**src/rtl/fifo_pkg.sv**
```systemverilog
// Shared definitions for the synchronous fifo, its stream reader and benches.
//   WIDTH_DEF : default data word width
//   beat_t    : one stream beat (data plus valid)
package fifo_pkg;

  localparam int WIDTH_DEF = 32;

  typedef struct packed {
    logic [WIDTH_DEF-1:0] data;
    logic                 valid;
  } beat_t;

endpackage

```
**src/rtl/stream_skid_buf.sv**
```systemverilog
// Two-entry valid/ready output buffer. Words enter through push and leave
// from the head slot on a valid/ready handshake.
//   clk, arstn     : clock, async active-low reset
//   push/push_data : write one word into the buffer this edge
//   ready          : downstream ready
//   data/valid     : registered head word and its valid flag
//   pop            : handshake this cycle (valid & ready)
//   occ            : number of buffered words, 0..2
module stream_skid_buf
  import fifo_pkg::*;
#(
  parameter int WIDTH = WIDTH_DEF
) (
  input  logic             clk,
  input  logic             arstn,
  input  logic             push,
  input  logic [WIDTH-1:0] push_data,
  input  logic             ready,
  output logic [WIDTH-1:0] data,
  output logic             valid,
  output logic             pop,
  output logic [1:0]       occ
);

  logic [WIDTH-1:0] head;
  logic [WIDTH-1:0] tail;

  assign valid = (occ != 2'd0);
  assign data  = head;
  assign pop   = valid & ready;

  always_ff @(posedge clk or negedge arstn) begin
    if (!arstn) begin
      head <= '0;
      tail <= '0;
      occ  <= 2'd0;
    end else begin
      case ({push, pop})
        2'b10: begin
          if (occ == 2'd0) head <= push_data;
          else             tail <= push_data;
          occ <= occ + 2'd1;
        end
        2'b11: begin
          // Head leaves while a new word arrives: keep arrival order.
          if (occ == 2'd1) begin
            head <= push_data;
          end else begin
            head <= tail;
            tail <= push_data;
          end
        end
        2'b01: begin
          head <= tail;
          occ  <= occ - 2'd1;
        end
        default: ;
      endcase
    end
  end

endmodule

```
**src/rtl/fifo_stream_reader.sv**
```systemverilog
// Read-side engine for the synchronous fifo. Drains the fifo and presents
// words on a valid/ready stream at one word per cycle, absorbing the fifo's
// one-cycle read latency with a two-entry buffer.
//   clk, arstn       : clock, async active-low reset
//   enable           : allow new fifo reads
//   fifo_read        : read strobe to the fifo (combinational)
//   fifo_data        : fifo output, valid the cycle after a read
//   fifo_empty       : fifo empty flag
//   m_data, m_valid  : stream output (registered)
//   m_ready          : stream ready from consumer
//   beat_cnt         : accepted beats, wrapping
//   busy             : read in flight or word buffered
module fifo_stream_reader
  import fifo_pkg::*;
#(
  parameter int WIDTH = WIDTH_DEF,
  parameter int CNT_W = 16
) (
  input  logic             clk,
  input  logic             arstn,
  input  logic             enable,
  output logic             fifo_read,
  input  logic [WIDTH-1:0] fifo_data,
  input  logic             fifo_empty,
  output logic [WIDTH-1:0] m_data,
  output logic             m_valid,
  input  logic             m_ready,
  output logic [CNT_W-1:0] beat_cnt,
  output logic             busy
);

  logic       rd_pend;
  logic       pop;
  logic [1:0] occ;
  logic [2:0] level;
  logic       room;

  stream_skid_buf #(.WIDTH(WIDTH)) u_buf (
    .clk       (clk),
    .arstn     (arstn),
    .push      (rd_pend),
    .push_data (fifo_data),
    .ready     (m_ready),
    .data      (m_data),
    .valid     (m_valid),
    .pop       (pop),
    .occ       (occ)
  );

  // Words committed to the buffer: stored plus the one in flight.
  assign level = {1'b0, occ} + {2'b00, rd_pend};
  // level - pop < 2, kept unsigned.
  assign room  = (level < 3'd2) | (pop & (level == 3'd2));

  // Gated by arstn so no strobe leaks to the fifo while held in reset.
  assign fifo_read = arstn & enable & ~fifo_empty & room;
  assign busy      = rd_pend | (occ != 2'd0);

  always_ff @(posedge clk or negedge arstn) begin
    if (!arstn) begin
      rd_pend  <= 1'b0;
      beat_cnt <= '0;
    end else begin
      rd_pend <= fifo_read;
      if (pop) beat_cnt <= beat_cnt + 1'b1;
    end
  end

  always @(posedge clk) begin
    if (arstn) assert (level <= 3'd2);
  end

endmodule

```
**config.mk**
```make
export PLATFORM = sky130hd
export DESIGN_NAME = fifo_stream_reader
export DESIGN_NICKNAME = d
export VERILOG_FILES = /design/src/rtl/fifo_pkg.sv /design/src/rtl/stream_skid_buf.sv /design/src/rtl/fifo_stream_reader.sv
export SDC_FILE = /design/constraint.sdc
export NUM_CORES = 1
export LEC_CHECK = 0
export BUFFER_PORTS_ARGS = -buffer_cell sky130_fd_sc_hd__buf_2
export CORE_ASPECT_RATIO = 0.75
export CORE_MARGIN = 2
export CORE_UTILIZATION = 25
export DETAILED_ROUTE_END_ITERATION = 8
export GPL_ROUTABILITY_DRIVEN = 0
export SLEW_MARGIN = 15
export SYNTH_ARGS = -nofsm -noshare
export SYNTH_HDL_FRONTEND = slang
export SYNTH_SLANG_ARGS = --single-unit
```
**constraint.sdc**
```tcl
create_clock -name clk -period 2.8 [get_ports clk]
set_clock_uncertainty 0.2 [all_clocks]
set_input_delay 0.14 -clock clk [delete_from_list [all_inputs] [get_ports clk]]
set_output_delay 0.14 -clock clk [all_outputs]
set_load 0.01 [all_outputs]
```
==> impl_metrics.json <==
{
  "report.final.setup_viol": 0,
  "post-route-drc-count": 0,
  "final.setup.tns_ns": 0,
  "share_comb_of_total_power": 0.387,
  "floorplan.core_area_mm2": 0.0146,
  "synthMuxAreaShare": 0.128,
  "hold_viol_final": 0,
  "final_count_of_pins_violating_max_slew": 0,
  "first_pass_grt_wire_length_um": 14700,
  "net-switching-power_mw": 1.88,
  "critPathKind": "reg -> reg",
  "drt-wirelength-per-cell_um": 15.2,
  "timing.hold.worst_path_depth": 4,
  "synth_fp_nets": 352,
  "route.detailed.vias_per_inst": 4.38,
  "worstSkewPairLatency_ns": 0.34,
  "top_level_ports": 88,
  "timing.hold.worst.start": "m_ready",
  "place.port_buffers": 87,
  "cpMaxStageDelayCell": "dfrtp_1",
  "num_antenna_cells": 0,
  "cts.reportedPaths.clkPinSlew_ns": 0.07,
  "run_status": "complete, no violations",
  "utilization": 0.351,
  "report.power.total_mw": 5.28,
  "p_int_mw": 3.40,
  "critPathMostFrequentCell": "ha_1",
  "yosys.cell_types.count": 32,
  "detailed_place.area_mm2": 0.00442,
  "postSynthRegisterBits": 83,
  "number_of_antenna_violations_at_the_first_check_in_global_routing": 0,
  "timing.rr.start": "u_buf.occ[0]$_DFFE_PN0P_",
  "cts_made_buffers": 9,
  "dieHeight_um": 111,
  "worstHoldEndpoint": "beat_cnt[0]$_DFFE_PN0P_",
  "synth_compound_area_frac": 0.119,
  "setup.worst_path.start_class": "register",
  "multi_input_area_mm2": 0.00163,
  "worst_r2r_endpoint": "u_buf.tail[26]$_DFFE_PN0P_",
  "grt_start_max_net_pins": 84,
  "area_growth_syn_to_layout_pct": 35.3,
  "drtIter0Drc": 117,
  "grt_setup_unrepaired": "no",
  "route.antenna.remaining_nets": 0,
  "synth_instances": 305,
  "seq_power_share": 0.396,
  "yosys.area_share.simple": 0.0961,
  "clock_path_buffers": 2,
  "clk_root_buffer_cell": "clkbuf_16",
  "slew_headroom": 0.418,
  "synth.avg_cell_area_um2": 12.5,
  "area.sequential_mm2": 0.00208,
  "share_of_synthesized_cell_area_in_full_adder_half_adder_and_majority_cells": 0.0329,
  "min_period_ns": 2.66,
  "worst_ir_drop_vdd_mv": 0.320,
  "rows": 38,
  "power.share.switching": 0.356,
  "place_hpwl_um": 5610,
  "gr-total-overflow": 0,
  "timing.final.crit_share": 0.950,
  "p_per_area_mw_per_mm2": 1030,
  "post_synth_xor_area_fraction": 0.0369,
  "stdcell_area_mm2": 0.00514,
  "hold_path.class": "in -> reg",
  "layout-drive-gt1-share": 0.359,
  "synth.cell_area_mm2": 0.00380,
  "nets": 476,
  "yosys_warnings": 0,
  "synth_top_family_by_area": "multiplexers",
  "cellLeakagePower_nw": 2.45,
  "slowest_delay_ns": 0.41,
  "via_count": 2778,
  "tritoncts_num_sinks": 83,
  "track_usage": 0.117,
  "synth-seq-area-share": 0.546,
  "fmax_mhz": 376,
  "power.clock.fraction": 0.217,
  "dr.pass1.iters": 4,
  "first_global_vias": 2671,
  "timing.critical_path.fanout_max": 32,
  "worstPathCellList": "inv_1 > ha_1 > nand2b_1 > buf_4 > ha_1 > mux2_4 > nand2_8 > mux2_2",
  "tightest_slew_ns": 0.869,
  "effective_utilization_at_floorplan": 0.260,
  "final_wl_um": 9630,
  "num-fill-cells": 1472,
  "die_width_um": 146,
  "cts-htree-levels": 3,
  "die_area_mm2": 0.0162,
  "worstPathArrival_ns": 2.69,
  "worst_ep_required_time_ns": 2.83,
  "worstRegToRegCells": 8,
  "timing.hold.ws_ns": 0.0854,
  "clock_tree_from_tritoncts": "built",
  "timing.max_cap.violations": 0,
  "r2r_setup_slack_ns": 0.14,
  "worst_setup_path_end_kind": "register"
}
-- worst max path at each step --
stage	depth (start not counted)	startpoint	endpoint	slack, ns
floorplan	10	u_buf.occ[1]$_DFFE_PN0P_	u_buf.tail[0]$_DFFE_PN0P_	0.39
global placement	9	u_buf.occ[0]$_DFFE_PN0P_	u_buf.data[19]$_DFFE_PN0P_	0.06
detailed placement	9	u_buf.occ[0]$_DFFE_PN0P_	u_buf.data[6]$_DFFE_PN0P_	-0.06
CTS	9	u_buf.occ[0]$_DFFE_PN0P_	u_buf.data[20]$_DFFE_PN0P_	0.01
global route	10	u_buf.occ[0]$_DFFE_PN0P_	u_buf.data[10]$_DFFE_PN0P_	0.009
finish	8	u_buf.occ[0]$_DFFE_PN0P_	u_buf.tail[26]$_DFFE_PN0P_	0.14
-- synth_stat cells --
cell type,n,share of area
nand2_1,16,0.016
nand4_1,2,0.0033
xnor2_1,12,0.028
inv_2,1,0.00099
and3_1,2,0.0033
ha_1,10,0.033
nor4_2,1,0.0033
a21oi_1,33,0.043
mux2_2,2,0.0059
buf_12,3,0.016
mux2_4,31,0.12
nor2_1,34,0.034
o21ai_0,2,0.0026
o21bai_2,1,0.0030
nor3_2,1,0.0026
buf_6,1,0.0030
a22oi_1,32,0.063
nand2b_1,1,0.0016
nand2_8,1,0.0053
o21ai_2,1,0.0023
nand4b_1,1,0.0023
buf_2,12,0.016
nor4_4,1,0.0056
inv_1,5,0.0049
or3_1,3,0.0049
nor3_1,2,0.0026
xor2_1,4,0.0092
o21ai_4,1,0.0043
nand3_1,4,0.0053
nand4b_2,1,0.0039
nand3_2,1,0.0026
dfrtp_1,83,0.55
-- area by class of cell --
cell class / instances / share of cell area
sequential: 83 / 0.404
multi-input combinational: 202 / 0.317
timing repair buffer: 127 / 0.170
tap: 200 / 0.0487
clock buffer: 10 / 0.0465
clock inverter: 6 / 0.00949
inverter: 6 / 0.00438
-- per-layer routing --
layer	up-vias	share of wire	track usage
li1	1339	-	-
met1	1352	0.49	0.162
met2	78	0.44	0.173
met3	9	0.058	0.0370
met4	0	0.012	0.0375
met5	-	0	0
-- cell families after synthesis --
kind of cell,count (synthesis)
fa+ha+maj,10
compound gates,70
simple gates,71
buf+inv,22
mux,33
flops,83
xor+xnor,16
-- critical path, delay by kind of cell (launching register included) --
family        cells  cell delay, ns
buf+inv           2            0.23
simple gates      2            0.48
mux               2            0.72
flops             1            0.41
fa+ha+maj         2            0.48
-- layout by cell type, fill, tap and decap left out, types with 4 or more instances in the layout --
| cell type | n |
|---|---|
| buf_2 | 86 |
| dlygate4sd3_1 | 35 |
| mux2_4 | 31 |
| dfrtp_1 | 83 |
| a21oi_1 | 33 |
| nor2_1 | 34 |
| clkbuf_16 | 9 |
| ha_1 | 8 |
| nand3_1 | 4 |
| nand2_1 | 15 |
| inv_1 | 5 |
| xor2_1 | 4 |
| xnor2_1 | 12 |
| a22oi_1 | 32 |
| buf_12 | 4 |
-- state kept, by name, indices dropped and copies added (netlist names) --
signal and cells:
rd_pend 1, u_buf.occ 2, u_buf.tail 32, beat_cnt 16, u_buf.data 32
-- power groups by stage --
stage                     Combinational (mW)  Clock, mW  Sequential [mW]
after CTS                               2.03       1.19             2.09
final                                   2.04       1.14             2.09
after global placement                  1.89          0             2.08
after floorplan                         1.21          0             2.18
after detailed placement                1.92          0             2.10
after global routing                    2.25       1.24             2.17
-- repair_timing --
item / 4_1_cts / 5_1_grt
hold buffers: 35 / 0
gates resized for setup: 2 / 3
pin swaps: 2 / 3
setup endpoints to repair: 32 / 32
buffers inserted: 1 / 1
hold endpoints to repair: 148 / 0
gates cloned: 1 / 1
-- stage by stage --
| stage | worst slack (ns) | cells |
|---|---|---|
| 3_3_place_gp | 0.0636 | 579 |
| 5_1_grt | 0.00884 | 634 |
| 4_1_cts | 0.0139 | 632 |
| 3_5_place_dp | -0.0582 | 579 |
| 2_1_floorplan | 0.393 | 305 |
| 6_report | 0.140 | 634 |
Power figures use the tool's default switching activity.
